==> src/rtl/keypad_entry_unit.sv <==
// keypad_entry_unit: 4x4 matrix keypad scanner with debounce, a BCD
// number-entry buffer and a sequential BCD-to-binary converter with a
// range check, producing a WIDTH-bit two's-complement operand.
//
// Ports:
//   clk, reset      system clock, synchronous active-high reset
//   row[3:0]        keypad rows, active-low (pulled up)
//   col[3:0]        column drive, active-low one-hot
//   load            external Enter level, sampled while not busy
//   bcd[4*DIGITS]   entered digits, LSD in [3:0], blank = 4'hF
//   neg             sign flag
//   key_strobe      one-cycle pulse per accepted key
//   busy            conversion in progress
//   bin             converted result
//   bin_valid       one-cycle pulse when bin/overflow update
//   overflow        last conversion was out of range
//
// Optional feature macro: SAT_ON_OVF_EN
//   defined   -> bin saturates to the signed limit on overflow
//   undefined -> bin is forced to 0 on overflow
//
// Rows pass through a two-flop synchronizer, so a freshly driven
// column is only sampled from the third cycle of its dwell onward;
// SCAN_DIV should be at least 3.

module keypad_entry_unit #(
    parameter int DIGITS   = 4,
    parameter int WIDTH    = 8,
    parameter int SCAN_DIV = 1000,
    parameter int DEBOUNCE = 20000
) (
    input  logic                clk,
    input  logic                reset,
    input  logic [3:0]          row,
    output logic [3:0]          col,
    input  logic                load,
    output logic [4*DIGITS-1:0] bcd,
    output logic                neg,
    output logic                key_strobe,
    output logic                busy,
    output logic [WIDTH-1:0]    bin,
    output logic                bin_valid,
    output logic                overflow
);

    localparam int DIV_W = (SCAN_DIV > 1) ? $clog2(SCAN_DIV) : 1;
    localparam int DB_W  = (DEBOUNCE > 1) ? $clog2(DEBOUNCE) : 1;
    localparam int CNT_W = $clog2(DIGITS + 1);
    localparam int IDX_W = (DIGITS > 1) ? $clog2(DIGITS) : 1;
    localparam int ACC_W = WIDTH + 4;
    localparam int MAC_W = ACC_W + 4;

    localparam logic [DIV_W-1:0] DIV_LAST = DIV_W'(SCAN_DIV - 1);
    localparam logic [DIV_W-1:0] SETTLE   = DIV_W'(2);
    localparam logic [DB_W-1:0]  DB_LAST  = DB_W'(DEBOUNCE - 1);
    localparam logic [CNT_W-1:0] CNT_MAX  = CNT_W'(DIGITS);
    localparam logic [IDX_W-1:0] IDX_MSD  = IDX_W'(DIGITS - 1);

    localparam logic [ACC_W-1:0] NEG_LIM = ACC_W'(1) << (WIDTH - 1);
    localparam logic [ACC_W-1:0] POS_LIM = NEG_LIM - ACC_W'(1);

    localparam logic [4*DIGITS-1:0] BLANK = {(4*DIGITS){1'b1}};
    localparam logic [4*DIGITS-1:0] TOP_F = ~(BLANK >> 4);

    typedef enum logic [1:0] {
        S_SCAN,
        S_DEBOUNCE,
        S_PRESSED,
        S_RELEASE
    } scan_t;

    typedef enum logic [1:0] {
        C_IDLE,
        C_CONV,
        C_CHECK
    } conv_t;

    typedef enum logic [2:0] {
        K_DIGIT,
        K_SIGN,
        K_CLEAR,
        K_BKSP,
        K_ENTER,
        K_NOP
    } key_t;

    // ---------------- row synchronizer ----------------
    logic [3:0] row_meta;
    logic [3:0] row_sync;

    always_ff @(posedge clk) begin
        if (reset) begin
            row_meta <= 4'hF;
            row_sync <= 4'hF;
        end else begin
            row_meta <= row;
            row_sync <= row_meta;
        end
    end

    // ---------------- row/col encoders ----------------
    // Descending loops so the lowest active index wins.
    logic       row_hit;
    logic [1:0] row_idx;
    logic [1:0] col_idx;
    logic [3:0] cur_code;

    always_comb begin
        row_hit = (row_sync != 4'hF);
        row_idx = 2'd0;
        for (int r = 3; r >= 0; r--) begin
            if (!row_sync[r]) row_idx = 2'(r);
        end
        col_idx = 2'd0;
        for (int c = 3; c >= 0; c--) begin
            if (!col[c]) col_idx = 2'(c);
        end
        cur_code = {row_idx, col_idx};
    end

    // ---------------- scan FSM ----------------
    scan_t           scan_state;
    logic [DIV_W-1:0] div_cnt;
    logic [DB_W-1:0]  db_cnt;
    logic [3:0]       code;

    always_ff @(posedge clk) begin
        if (reset) begin
            scan_state <= S_SCAN;
            col        <= 4'b1110;
            div_cnt    <= '0;
            db_cnt     <= '0;
            code       <= 4'h0;
            key_strobe <= 1'b0;
        end else begin
            key_strobe <= 1'b0;
            case (scan_state)
                S_SCAN: begin
                    if (row_hit && div_cnt >= SETTLE) begin
                        code       <= cur_code;
                        db_cnt     <= '0;
                        scan_state <= S_DEBOUNCE;
                    end else if (div_cnt == DIV_LAST) begin
                        div_cnt <= '0;
                        col     <= {col[2:0], col[3]};
                    end else begin
                        div_cnt <= div_cnt + 1'b1;
                    end
                end
                S_DEBOUNCE: begin
                    if (!row_hit || cur_code != code) begin
                        div_cnt    <= '0;
                        scan_state <= S_SCAN;
                    end else if (db_cnt == DB_LAST) begin
                        key_strobe <= 1'b1;
                        scan_state <= S_PRESSED;
                    end else begin
                        db_cnt <= db_cnt + 1'b1;
                    end
                end
                S_PRESSED: begin
                    db_cnt     <= '0;
                    scan_state <= S_RELEASE;
                end
                S_RELEASE: begin
                    if (row_hit) begin
                        db_cnt <= '0;
                    end else if (db_cnt == DB_LAST) begin
                        div_cnt    <= '0;
                        scan_state <= S_SCAN;
                    end else begin
                        db_cnt <= db_cnt + 1'b1;
                    end
                end
                default: scan_state <= S_SCAN;
            endcase
        end
    end

    // ---------------- key decode ----------------
    // code = {row, col}; r0: 1 2 3 A, r1: 4 5 6 B,
    // r2: 7 8 9 C, r3: * 0 # D
    key_t       key_kind;
    logic [3:0] key_val;
    logic       key_fire;

    assign key_fire = (scan_state == S_PRESSED);

    always_comb begin
        key_kind = K_DIGIT;
        key_val  = 4'd0;
        case (code)
            4'h0: key_val  = 4'd1;
            4'h1: key_val  = 4'd2;
            4'h2: key_val  = 4'd3;
            4'h3: key_kind = K_SIGN;
            4'h4: key_val  = 4'd4;
            4'h5: key_val  = 4'd5;
            4'h6: key_val  = 4'd6;
            4'h7: key_kind = K_NOP;
            4'h8: key_val  = 4'd7;
            4'h9: key_val  = 4'd8;
            4'hA: key_val  = 4'd9;
            4'hB: key_kind = K_CLEAR;
            4'hC: key_kind = K_BKSP;
            4'hD: key_val  = 4'd0;
            4'hE: key_kind = K_ENTER;
            default: key_kind = K_NOP;
        endcase
    end

    // ---------------- conversion datapath ----------------
    conv_t            conv_state;
    logic [CNT_W-1:0] count;
    logic [IDX_W-1:0] idx;
    logic [ACC_W-1:0] acc;
    logic             carry;

    logic [3:0]       cur_digit;
    logic [MAC_W-1:0] mac;

    // Blank digits (F) contribute zero.
    always_comb begin
        cur_digit = bcd[{idx, 2'b00} +: 4];
        if (cur_digit > 4'd9) cur_digit = 4'd0;
        mac = (MAC_W'(acc) << 3)
            + (MAC_W'(acc) << 1)
            + MAC_W'(cur_digit);
    end

    logic [ACC_W-1:0] limit;
    logic [WIDTH-1:0] mag;
    logic [WIDTH-1:0] result;
    logic [WIDTH-1:0] ovf_bin;
    logic             out_of_range;

    always_comb begin
        limit        = neg ? NEG_LIM : POS_LIM;
        mag          = acc[WIDTH-1:0];
        result       = neg ? (WIDTH'(0) - mag) : mag;
        out_of_range = carry || (acc > limit);
`ifdef SAT_ON_OVF_EN
        ovf_bin = neg ? {1'b1, {(WIDTH-1){1'b0}}}
                      : {1'b0, {(WIDTH-1){1'b1}}};
`else
        ovf_bin = '0;
`endif
    end

    logic enter;
    assign enter = load || (key_fire && key_kind == K_ENTER);

    always_ff @(posedge clk) begin
        if (reset) begin
            conv_state <= C_IDLE;
            bcd        <= BLANK;
            count      <= '0;
            neg        <= 1'b0;
            busy       <= 1'b0;
            idx        <= '0;
            acc        <= '0;
            carry      <= 1'b0;
            bin        <= '0;
            bin_valid  <= 1'b0;
            overflow   <= 1'b0;
        end else begin
            bin_valid <= 1'b0;
            case (conv_state)
                C_IDLE: begin
                    if (enter) begin
                        busy       <= 1'b1;
                        acc        <= '0;
                        carry      <= 1'b0;
                        idx        <= IDX_MSD;
                        conv_state <= C_CONV;
                    end else if (key_fire) begin
                        case (key_kind)
                            K_DIGIT: begin
                                if (count < CNT_MAX) begin
                                    bcd   <= (bcd << 4)
                                           | (4*DIGITS)'(key_val);
                                    count <= count + 1'b1;
                                end
                            end
                            K_BKSP: begin
                                if (count != '0) begin
                                    bcd   <= (bcd >> 4) | TOP_F;
                                    count <= count - 1'b1;
                                end
                            end
                            K_CLEAR: begin
                                bcd   <= BLANK;
                                count <= '0;
                                neg   <= 1'b0;
                            end
                            K_SIGN: neg <= ~neg;
                            default: ;
                        endcase
                    end
                end
                C_CONV: begin
                    acc <= mac[ACC_W-1:0];
                    if (mac[MAC_W-1:ACC_W] != 4'd0) carry <= 1'b1;
                    if (idx == '0) conv_state <= C_CHECK;
                    else           idx <= idx - 1'b1;
                end
                C_CHECK: begin
                    busy       <= 1'b0;
                    bin_valid  <= 1'b1;
                    conv_state <= C_IDLE;
                    if (out_of_range) begin
                        overflow <= 1'b1;
                        bin      <= ovf_bin;
                    end else begin
                        overflow <= 1'b0;
                        bin      <= result;
                    end
                end
                default: conv_state <= C_IDLE;
            endcase
        end
    end

endmodule
==> config.mk <==
export PLATFORM = sky130hd
export DESIGN_NAME = keypad_entry_unit
export DESIGN_NICKNAME = d
export VERILOG_FILES = /design/src/rtl/keypad_entry_unit.sv
export SDC_FILE = /design/constraint.sdc
export NUM_CORES = 1
export LEC_CHECK = 0
export ABC_AREA = 1
export BUFFER_PORTS_ARGS = -buffer_cell sky130_fd_sc_hd__buf_2
export CORE_UTILIZATION = 25
export CTS_BUF_LIST = sky130_fd_sc_hd__clkbuf_2
export DETAILED_ROUTE_END_ITERATION = 12
export PLACE_DENSITY_LB_ADDON = 0.1
export SLEW_MARGIN = 20
export SYNTH_ARGS = -nofsm -noshare
export SYNTH_HDL_FRONTEND = slang
export SYNTH_SLANG_ARGS = --single-unit
==> constraint.sdc <==
create_clock -name clk -period 6.65 [get_ports clk]
set_input_delay 0.3325 -clock clk [delete_from_list [all_inputs] [get_ports clk]]
set_output_delay 0.3325 -clock clk [all_outputs]
set_load 0.01 [all_outputs]
## Word level (Yosys, flattened, before mapping)

Index checks and enable logic that the tools add are counted.

- Flip-flop bits (word level): 92
- Bits in latches: 0
- Memory bits (writable): 0
- Memory bits (read-only): 0
- Bits of input ports: 7
- Output and inout bits: 33
- Logic and storage cells: 162
- Memories kept: 0

- Add/subtract/negate cells: 8
- Multipliers: 0
- Div/mod/pow operators: 0
- $lt $le $gt $ge: 4
- Equality and inequality tests: 39
- Shifts and indexed selects: 1
- Muxes and demuxes: 54
- Bitwise operators: 5
- Reduce and logical (&&, ||, !) cells: 32

Operators by type and width:

| operator | count |
|---|---|
| $mux 15 | 4 |
| $pmux 15 s4 | 1 |
| $mux 10 | 5 |
| $pmux 16 s3 | 1 |
| $pmux 4 s9 | 1 |
| $mux 2 | 17 |
| $mux 16 | 2 |
| $pmux 10 s3 | 1 |
| $eq 4x4->1 const B | 7 |
| $mux 8 | 3 |
| $ne 2x2->1 const B | 12 |
| $pmux 12 s2 | 1 |
| $add 15x13->16 | 1 |
| $add 16x4->16 | 1 |
| $or 16x4->16 | 1 |
| $shiftx 16x5->4 | 1 |
| $add 15x1->15 const B | 1 |
| $eq 15x15->1 const B | 1 |
| $pmux 3 s5 | 1 |
| $eq 4x3->1 const B | 3 |
| $gt 12x8->1 | 1 |
| $mux 12 | 1 |
| $add 10x1->10 const B | 1 |
| $eq 10x10->1 const B | 1 |
| other kinds (41) | 74 |

## Depth between registers and ports, before layout

Gate-level depths: netlist of the first run.

- Depth after elaboration: 8
- Gate-level depth with buffers: 22
- Mapped depth without buffers: 21

## Least setup slack after synthesis of the first run

OpenSTA, ideal clock, no wires.

- Path kind: register -> register
- From: register idx[0]
- To: register carry
- Library setup time: 0.112 ns
- Arrival: 2.700 ns
- Required time: 6.538 ns
- Slack: 3.837 ns
- Stages on the path, launching flop included: 19
- Buffers on the path: 1
- Clock period less this slack: 2.813 ns
- Cells stage by stage: dfxtp_1 -> clkbuf_1 -> o21ai_0 -> a21oi_1 -> nand2_1 -> nand2_1 -> nand2_1 -> fa_1 -> fa_1 -> inv_1 -> nand3_1 -> nand3_1 -> nand3_1 -> nand4_1 -> nand2_1 -> nor2_1 -> nand2_1 -> nand2_1 -> nand2_1

- Word-level cells in the longest chain between the ends: 7

Ends and longest elaborated chain:

| element | RTL line | RTL |
|---|---|---|
| start, declared | 215 | `logic [IDX_W-1:0] idx;` |
| start signal, assigned | 305 | `else idx <= idx - 1'b1;` |
| $shiftx 16x5->4 (*) | 224 | `cur_digit = bcd[{idx, 2'b00} +: 4];` |
| $gt 4x4->1 | 225 | `if (cur_digit > 4'd9) cur_digit = 4'd0;` |
| $mux 4 (*) | 225 |  |
| $add 16x4->16 (*) | 228 | `+ MAC_W'(cur_digit);` |
| $reduce_bool 4->1 (*) | 303 | `if (mac[MAC_W-1:ACC_W] != 4'd0) carry <= 1'b1;` |
| $ne 2x2->1 (no source line) (*) | n/a |  |
| $reduce_and 3->1 (no source line) (*) | n/a |  |
| end signal, assigned | 262 | `carry <= 1'b0;` |
| end signal, assigned | 273 | `carry <= 1'b0;` |
| end signal, assigned | 303 |  |
| end, declared | 217 | `logic carry;` |

Mark *: on every way between the ends. The rest lies on a longest branch, timed or not.
A chain may end at the register's enable or synchronous reset.

## Final worst setup path of the first run

Same ends and word-level chain as after synthesis.

==> results of run 1 <==
==> worst paths after layout <==
path	endpoint	depth (start not counted)	slack, ns
max	carry$_SDFFE_PP0P_	18	3.29
min	conv_state[0]$_SDFFE_PP0P_	2	0.11
max reg2reg	carry$_SDFFE_PP0P_	18	3.29
min reg2reg	row_sync[0]$_SDFF_PP1_	1	0.45
==> metal layers <==
metal / track usage, % / up-vias / share of wire (%)
li1: - / 3289 / -
met1: 20.9 / 2744 / 52
met2: 23.3 / 82 / 44
met3: 2.17 / 15 / 3.1
met4: 4.03 / 0 / 1.3
met5: 0 / - / 0
==> power breakdown <==
group          internal, W  switching [W]
clock            0.0000886       0.000229
combinational     0.000125       0.000306
sequential        0.000587      0.0000561
==> through the flow <==
| step | power (W) | hold WS (ns) | utilization, % | std cells |
|---|---|---|---|---|
| after floorplan | 0.000981 | 0.389 | - | 979 |
| after global placement | 0.00109 | 0.403 | 27.5 | 1317 |
| after detailed placement | 0.00109 | 0.399 | 27.5 | 1317 |
| after CTS | 0.00141 | 0.0860 | 28.2 | 1337 |
| after global routing | 0.00149 | 0.0728 | 28.2 | 1339 |
| final | 0.00139 | 0.107 | 28.2 | 1339 |
==> cell type report <==
class,instances,area [um^2]
sequential,92,1840
clock inverter,7,72.6
fill,2795,17600
multi-input combinational,751,3870
clock buffer,9,45.0
inverter,108,405
antenna,2,5.00
tap,324,405
timing repair buffer,46,258
==> Yosys cell counts, types with 2 or more instances <==
master | count | area, um^2
nand3_2 | 2 | 20.0
buf_2 | 5 | 25.0
nor2_2 | 4 | 25.0
buf_4 | 4 | 30.0
buf_6 | 4 | 45.0
nand4_1 | 31 | 194
or2_2 | 13 | 81.3
and3_1 | 2 | 12.5
buf_1 | 2 | 7.51
nor2_1 | 98 | 368
inv_1 | 99 | 372
inv_2 | 6 | 22.5
nor2_4 | 4 | 45.0
dfxtp_1 | 92 | 1840
nand2_2 | 8 | 50.1
fa_1 | 3 | 60.1
xor2_1 | 7 | 61.3
o21bai_1 | 4 | 30.0
clkinv_1 | 3 | 11.3
xnor2_1 | 3 | 26.3
a21oi_2 | 2 | 17.5
nor3_4 | 2 | 32.5
nand2_1 | 269 | 1010
a21oi_1 | 86 | 430
o21a_1 | 2 | 15.0
nor3_1 | 7 | 35.0
o211ai_1 | 10 | 75.1
o21ai_1 | 11 | 55.1
nand3_1 | 104 | 521
clkbuf_1 | 13 | 48.8
ha_1 | 36 | 450
o21ai_0 | 32 | 160
==> logic make-up after synthesis <==
kind of cell    after synthesis  share of synthesized area [%]
compound gates              154                           13.5
fa+ha+maj                    39                           8.14
flops                        92                           29.4
xor+xnor                     10                           1.40
buf+inv                     136                           8.96
simple gates                548                           38.6
==> sequential cells by signal, indices dropped and copies added, names as in the netlist, 2 cells and up, named ones only <==
signal      count
count           3
bcd            16
idx             2
div_cnt        10
conv_state      2
row_sync        4
db_cnt         15
row_meta        4
code            4
acc            12
bin             8
col             4
==> repair_timing <==
item	CTS	global route
endpoints found under the hold margin	4	0
gates resized for setup	0	0
hold buffers	4	0
==> results.py, run 1 <==
metrics = {
    "run_status": {
        "status": "completed",
    },
    "flow_run": {
        "drv_cap": 0,
    },
    "floorplanning": {
        "die-area_um2": 25700,
        "core_um2": 24500,
        "rows": 57,
        "die_x_um": 160,
        "die_h_um": 160,
        "io_pins": 40,
        "start_util_pct": 25.6,
    },
    "power": {
        "peakVddDrop_mv": 0.0691,
        "power_density_nw_per_um2": 202,
        "p_leak_nw": 3.14,
    },
    "critical_path": {
        "crit_type": "register to register",
        "cp_slowest_cell": "dfxtp_1",
        "crit_buf_inv": 2,
        "startpoint": "idx[0]$_SDFFE_PP0P_",
        "cp_max_fo": 14,
        "worstPathArrival_ns": 3.91,
        "cp_top_family": "simple AND/OR/NAND/NOR gates",
        "rr_startpoint": "idx[0]$_SDFFE_PP0P_",
        "cp-start-kind": "register",
        "crit_top_cell": "nand2_1",
        "timing.critical_path.cells": "inv_1 > o21ai_0 > a21oi_1 > a21oi_1 > nand2_1 > nand2_1 > fa_1 > fa_1 > inv_1 > nand3_1 > nand3_1 > nand3_1 > nand4_1 > nand2_1 > nor2_1 > nand2_1 > nand2_1 > nand2_1",
        "slowest_delay_ns": 0.62,
        "critPathRequiredTime_ns": 7.20,
        "cp-end-kind": "register",
    },
    "timing": {
        "setup_tns_ns": 0,
        "hold_viol_final": 0,
        "max_freq_mhz": 298,
        "finalMaxSlewViolations": 0,
        "relSlewSlack_pct": 33.3,
        "period_share_pct": 50.5,
        "period_needed_ns": 3.36,
        "rsz0062_at_grt": "false",
        "final-setup-viol-count": 0,
        "worst_pin_slew_ns": 0.997,
        "fin_skew_ns": 0.0421,
        "worst_slack_ns": 3.29,
    },
    "route": {
        "first_pass_iters": 4,
        "vias_per_cell": 4.58,
        "drt_iter0_markers": 316,
        "ant_nets": 0,
        "drt_wl_total_mm": 18.4,
        "drc": 0,
        "vias": 6130,
        "avgRoutedWirePerCell_um": 13.7,
    },
    "placed_design": {
        "post-place-ws_ns": 3.37,
        "dpl.hpwl_mm": 13.5,
        "gp_congestion": 0.809,
        "portBuffers": 39,
        "place_area_um2": 6740,
    },
    "global_routing": {
        "grt_pass1_vias": 5907,
        "grtUsageTotal_pct": 14.8,
        "overflow": 0,
        "grt_pass1_wl_mm": 30.7,
        "antenna_found_initial": 1,
        "grt_max_degree": 47,
    },
    "synthesis": {
        "synthFlopType": "dfxtp_1",
        "ys_seq_elements": 92,
        "syn-num-nets": 1025,
        "syn_area_per_cell_um2": 6.41,
        "yosysWarnings": 0,
        "synth_area_um2": 6270,
        "synth_cell_types": 43,
        "syn_inst": 979,
        "ys_seq_area_share_pct": 29.4,
        "synthArstFlopShare_pct": 0,
        "synth_edf_count": 0,
    },
    "clock_tree": {
        "cts_setup_buffers": 0,
        "cts_buffers": 9,
        "cts_tree": "built",
        "cts_sinks": 92,
        "clk_pin_slew_ns": 0.30,
        "clk_latency_ns": 0.64,
        "htreeDepth": 3,
        "clockBufferDepth": 2,
        "cts-root-buf": "clkbuf_2",
    },
    "worst_hold_path": {
        "hold_class": "input pin to register",
        "hp-start": "reset",
    },
    "finish": {
        "drive_gt1_share_pct": 9.87,
        "fin_nets": 1054,
        "final_common_cell": "nand2_1",
        "layout_common_cells": "nand2_1, nand3_1, inv_1",
        "area_growth_pct": 10.0,
        "fin_area_um2": 6900,
    },
}
No activity file was read; power rests on OpenSTA's default activity.
==> inputs of run 2 (changes only) <==
clock period = 2.9 ns   (was 6.65 ns; I/O delays follow)
==> run 2 against run 1 <==
Net effect: largest cell class unchanged; critical endpoint is now acc[5]$_SDFFE_PP0P_; largest power group unchanged; utilization grew 1.9 points; sequential power grew 130%; cell count grew 2.3%.
==> results.py, run 2 (synthesized netlist as in run 1, its figures left out) <==
metrics = {
    "run_status": {
        "status": "completed",
    },
    "global_routing": {
        "grt_pass1_vias": 5967,
        "overflow": 0,
        "grt_max_degree": 66,
        "antenna_found_initial": 1,
        "grtUsageTotal_pct": 14.9,
        "grt_pass1_wl_mm": 31.0,
    },
    "timing": {
        "worst_pin_slew_ns": 0.794,
        "hold_viol_final": 0,
        "fin_skew_ns": 0.0457,
        "period_share_pct": 94.7,
        "max_freq_mhz": 364,
        "rsz0062_at_grt": "true",
        "finalMaxSlewViolations": 0,
        "period_needed_ns": 2.75,
        "relSlewSlack_pct": 47.1,
        "worst_slack_ns": 0.155,
        "final-setup-viol-count": 0,
    },
    "power": {
        "p_leak_nw": 3.34,
        "power_density_nw_per_um2": 452,
        "peakVddDrop_mv": 0.184,
    },
    "route": {
        "vias": 6331,
        "drt_wl_total_mm": 18.6,
        "avgRoutedWirePerCell_um": 13.6,
        "drt_iter0_markers": 266,
        "ant_nets": 0,
        "drc": 0,
        "vias_per_cell": 4.62,
        "first_pass_iters": 5,
    },
    "clock_tree": {
        "cts_buffers": 9,
        "clk_latency_ns": 0.62,
        "htreeDepth": 3,
        "cts-root-buf": "clkbuf_2",
        "clk_pin_slew_ns": 0.31,
        "cts_tree": "built",
        "clockBufferDepth": 2,
        "cts_sinks": 92,
    },
    "finish": {
        "fin_area_um2": 7360,
        "post-route-util_pct": 30.1,
        "drive_gt1_share_pct": 16.7,
        "top_register": "bcd",
        "largest_reg_flops": 16,
        "n_fill_cell": 2727,
        "largestRegisters": "bcd x16, db_cnt x15, acc x12",
        "layout_common_cells": "nand2_1, nand3_1, inv_1, nor2_1, dfxtp_1",
        "fin_nets": 1086,
        "final_common_cell": "nand2_1",
        "area_growth_pct": 17.4,
    },
    "placed_design": {
        "portBuffers": 39,
        "post-place-ws_ns": -0.122,
        "gp_congestion": 0.807,
        "dpl.hpwl_mm": 13.8,
        "place_area_um2": 6910,
    },
    "critical_path": {
        "cp-start-kind": "register",
        "critPathRequiredTime_ns": 3.44,
        "crit_type": "register to register",
        "cp-end-kind": "register",
        "cp_max_fo": 5,
        "worstPathArrival_ns": 3.29,
        "cp_slowest_cell": "fa_2",
        "timing.critical_path.cells": "buf_6 > o21ai_2 > a21oi_2 > a21oi_2 > nand2_1 > nand2_2 > nand2_2 > fa_2 > inv_2 > ha_4 > nand3_1 > nand3_2 > buf_4 > buf_4 > xor2_1 > nand2_1 > a21oi_1",
        "slowest_delay_ns": 0.55,
    },
    "flow_run": {
        "drv_cap": 0,
    },
    "floorplanning": {
        "rows": 57,
        "io_pins": 40,
        "start_util_pct": 25.6,
        "die-area_um2": 25700,
        "die_x_um": 160,
        "die_h_um": 160,
        "core_um2": 24500,
    },
    "worst_hold_path": {
        "hold_class": "input pin to register",
    },
}
-- run 2: through the flow --
stage,hold WS [ns],power [W],instances,setup TNS [ns]
detailed placement,0.330,0.00254,1340,-0.434
CTS,0.119,0.00335,1367,0
global route,0.148,0.00357,1370,-0.00372
global placement,0.327,0.00256,1340,-0.329
finish,0.209,0.00332,1370,0
floorplan,0.249,0.00225,979,0
-- run 2: what timing repair did --
item                       4_1_cts  5_1_grt
gates resized for setup         13       51
setup buffers                    5        3
hold buffers                     6        0
setup endpoints to repair        7        7
hold endpoints to repair        14        0
pin swaps                        6       17
-- run 2: final cells by class --
type	instances	area, um^2	share of cell area, %
sequential	92	1850	25.1
clock inverter	7	82.6	1.12
antenna	1	2.50	0.0340
tap	324	405	5.51
timing repair buffer	78	518	7.03
multi-input combinational	751	4050	55.0
clock buffer	9	45.0	0.612
inverter	108	408	5.54
-- run 2: power by group --
part | switching, W | internal, W | total (W)
sequential | 0.000128 | 0.00135 | 0.00147
clock | 0.000530 | 0.000212 | 0.000742
combinational | 0.000739 | 0.000370 | 0.00111
total | 0.00140 | 0.00193 | 0.00332
-- run 2: per-layer routing --
layer,vias up,routed length [um],track usage (%)
met5,-,0,0
met2,81,8440,24.2
met4,0,252,4.68
met1,2890,9550,20.7
met3,14,406,1.52
li1,3346,-,-
-- run 2: path summary, 6_finish.rpt --
| check | from | to | slack (ns) | cells after the start |
|---|---|---|---|---|
| worst max-delay path | idx[0]$_SDFFE_PP0P_ | acc[5]$_SDFFE_PP0P_ | 0.15 | 17 |
| worst min-delay path | row[3] | row_meta[3]$_SDFF_PP1_ | 0.21 | 3 |
| worst max register to register | idx[0]$_SDFFE_PP0P_ | acc[5]$_SDFFE_PP0P_ | 0.15 | 17 |
| worst min register to register | row_meta[0]$_SDFF_PP1_ | row_sync[0]$_SDFF_PP1_ | 0.46 | 1 |
-- run 2: worst max-delay path: cells and delay by family, from the launching register on --
family,cells,cell delay (ns)
flops,1,0.42
xor+xnor,1,0.12
simple gates,6,0.49
compound gates,4,0.44
fa+ha+maj,2,0.75
buf+inv,4,0.46
==> inputs of run 3 (changes only) <==
clock period = 3.03 ns   (was 2.9 ns; I/O delays follow)
==> run 3 against run 2 <==
Net effect: die area unchanged; maximum frequency decreased by 2.5%; largest cell class unchanged; clock power rose by 4.6%; power decreased by 3.3%; global-route usage barely moved; non-clock buffer count is 7 lower; routed wire length rose by 0.50%; hold slack worse by 0.0043 ns; register-to-register slack better by 0.06 ns; final area fell by 2.2%.
==> results.py, run 3 (synthesized netlist as in run 1, its figures left out) <==
metrics = {
    "run_status": {
        "status": "completed",
    },
    "power": {
        "swShare_pct": 40.8,
        "pwr-share-seq_pct": 43.5,
        "p_leak_nw": 3.32,
        "switchingPower_w": 0.00131,
        "power_density_nw_per_um2": 447,
        "p_comb_share_pct": 32.4,
        "clkPwrFrac_pct": 24.1,
        "p_int_w": 0.00190,
        "peakVddDrop_mv": 0.159,
    },
    "floorplanning": {
        "die_h_um": 160,
        "io_pins": 40,
        "die_x_um": 160,
        "rows": 57,
        "start_util_pct": 25.6,
        "core_um2": 24500,
        "die-area_um2": 25700,
    },
    "timing": {
        "period_share_pct": 93.0,
        "finalMaxSlewViolations": 0,
        "worst_slack_ns": 0.213,
        "relSlewSlack_pct": 35.8,
        "max_freq_mhz": 355,
        "fin_skew_ns": 0.0597,
        "period_needed_ns": 2.82,
        "final-setup-viol-count": 0,
        "rsz0062_at_grt": "true",
        "worst_pin_slew_ns": 0.961,
        "hold_viol_final": 0,
    },
    "route": {
        "drc": 0,
        "vias": 6223,
        "drt_iter0_markers": 301,
        "first_pass_iters": 5,
        "vias_per_cell": 4.57,
        "avgRoutedWirePerCell_um": 13.7,
        "ant_nets": 0,
        "drt_wl_total_mm": 18.7,
    },
    "worst_hold_path": {
        "hp-start": "row[3]",
        "hold_class": "input pin to register",
    },
    "finish": {
        "largest_reg_flops": 16,
        "top_register": "bcd",
        "fin_nets": 1079,
        "seqCellArea_um2": 1850,
        "n_fill_cell": 2734,
        "final_common_cell": "nand2_1",
        "layout_common_cells": "nand2_1, nand3_1, inv_1, nor2_1, dfxtp_1",
        "post-route-util_pct": 29.4,
        "multi_input_area_um2": 3940,
        "area_growth_pct": 14.8,
        "drive_gt1_share_pct": 13.7,
        "largestRegisters": "bcd x16, db_cnt x15, acc x12",
    },
    "clock_tree": {
        "cts_buffers": 9,
        "clk_pin_slew_ns": 0.33,
        "cts_tree": "built",
        "cts_sinks": 92,
        "htreeDepth": 3,
        "clockBufferDepth": 2,
        "clk_latency_ns": 0.62,
        "cts-root-buf": "clkbuf_2",
    },
    "global_routing": {
        "grtUsageTotal_pct": 15.0,
        "grt_pass1_wl_mm": 31.1,
        "grt_max_degree": 66,
        "grt_pass1_vias": 5893,
        "antenna_found_initial": 1,
        "overflow": 0,
    },
    "placed_design": {
        "dpl.hpwl_mm": 13.7,
        "gp_congestion": 0.798,
        "portBuffers": 39,
        "post-place-ws_ns": -0.000330,
    },
    "critical_path": {
        "critPathRequiredTime_ns": 3.51,
        "cp_max_fo": 5,
        "rr_startpoint": "idx[0]$_SDFFE_PP0P_",
        "cp-start-kind": "register",
        "worstPathArrival_ns": 3.30,
        "crit_type": "register to register",
        "startpoint": "idx[0]$_SDFFE_PP0P_",
        "cp-end-kind": "register",
    },
    "flow_run": {
        "drv_cap": 0,
    },
}
[run 3: layout make-up]
class | count | share of cell area (%)
Antenna cell | 1 | 0.0348
Tap cell | 324 | 5.63
Timing Repair Buffer | 71 | 6.41
Sequential cell | 92 | 25.6
Multi-Input combinational cell | 751 | 54.7
Clock buffer | 9 | 0.626
Inverter | 108 | 5.63
Clock inverter | 7 | 1.36
[run 3: repair_timing]
item | in CTS | in global routing
buffers inserted | 0 | 7
pin swaps | 1 | 9
hold endpoints to repair | 5 | 0
gates resized for setup | 1 | 23
setup endpoints to repair | 3 | 8
hold buffers | 5 | 0
gates cloned | 0 | 1
[run 3: power by group through the flow]
stage | logic (W) | registers, W | clock network [W]
floorplan | 0.000776 | 0.00138 | 0
global placement | 0.00102 | 0.00142 | 0
detailed placement | 0.00101 | 0.00142 | 0
CTS | 0.00102 | 0.00140 | 0.000825
global route | 0.00119 | 0.00142 | 0.000870
finish | 0.00104 | 0.00140 | 0.000776
[run 3: metal layers]
| layer | global-route usage, % | vias to the layer above | part of all wire [%] |
|---|---|---|---|
| li1 | - | 3339 | - |
| met1 | 21.3 | 2788 | 51 |
| met2 | 23.5 | 82 | 45 |
| met3 | 2.01 | 14 | 2.6 |
| met4 | 4.11 | 0 | 1.1 |
| met5 | 0 | - | 0 |
[run 3: critical path, stage by stage (launching register included)]
cell,delay (ns)
dfxtp_4,0.42
buf_6,0.12
nand2_1,0.05
o21ai_0,0.07
a21oi_1,0.21
nand2_1,0.10
nand2_2,0.08
nand2_2,0.06
fa_2,0.57
inv_1,0.05
ha_2,0.18
nand2_4,0.07
buf_12,0.10
nand3_4,0.09
nand2_1,0.08
nand3_1,0.07
or2_2,0.28
nand3_1,0.07
a21oi_1,0.06
[run 3: path summary, 6_finish.rpt]
check	endpoint	slack, ns	cells after the start
setup / recovery	acc[9]$_SDFFE_PP0P_	0.21	18
hold / removal	row_meta[3]$_SDFF_PP1_	0.21	3
setup reg to reg	acc[9]$_SDFFE_PP0P_	0.21	18
hold reg to reg	row_sync[2]$_SDFF_PP1_	0.42	1
[run 3: through the flow]
step	cell area (um^2)	power [W]	hold WS, ns	setup TNS, ns	instances
finish	7200	0.00322	0.205	0	1363
detailed placement	6860	0.00243	0.337	-0.000330	1333
global route	7200	0.00348	0.116	-0.0542	1363
CTS	7050	0.00324	0.128	0	1354
global placement	6860	0.00244	0.334	0	1333
floorplan	6270	0.00215	0.255	0	979
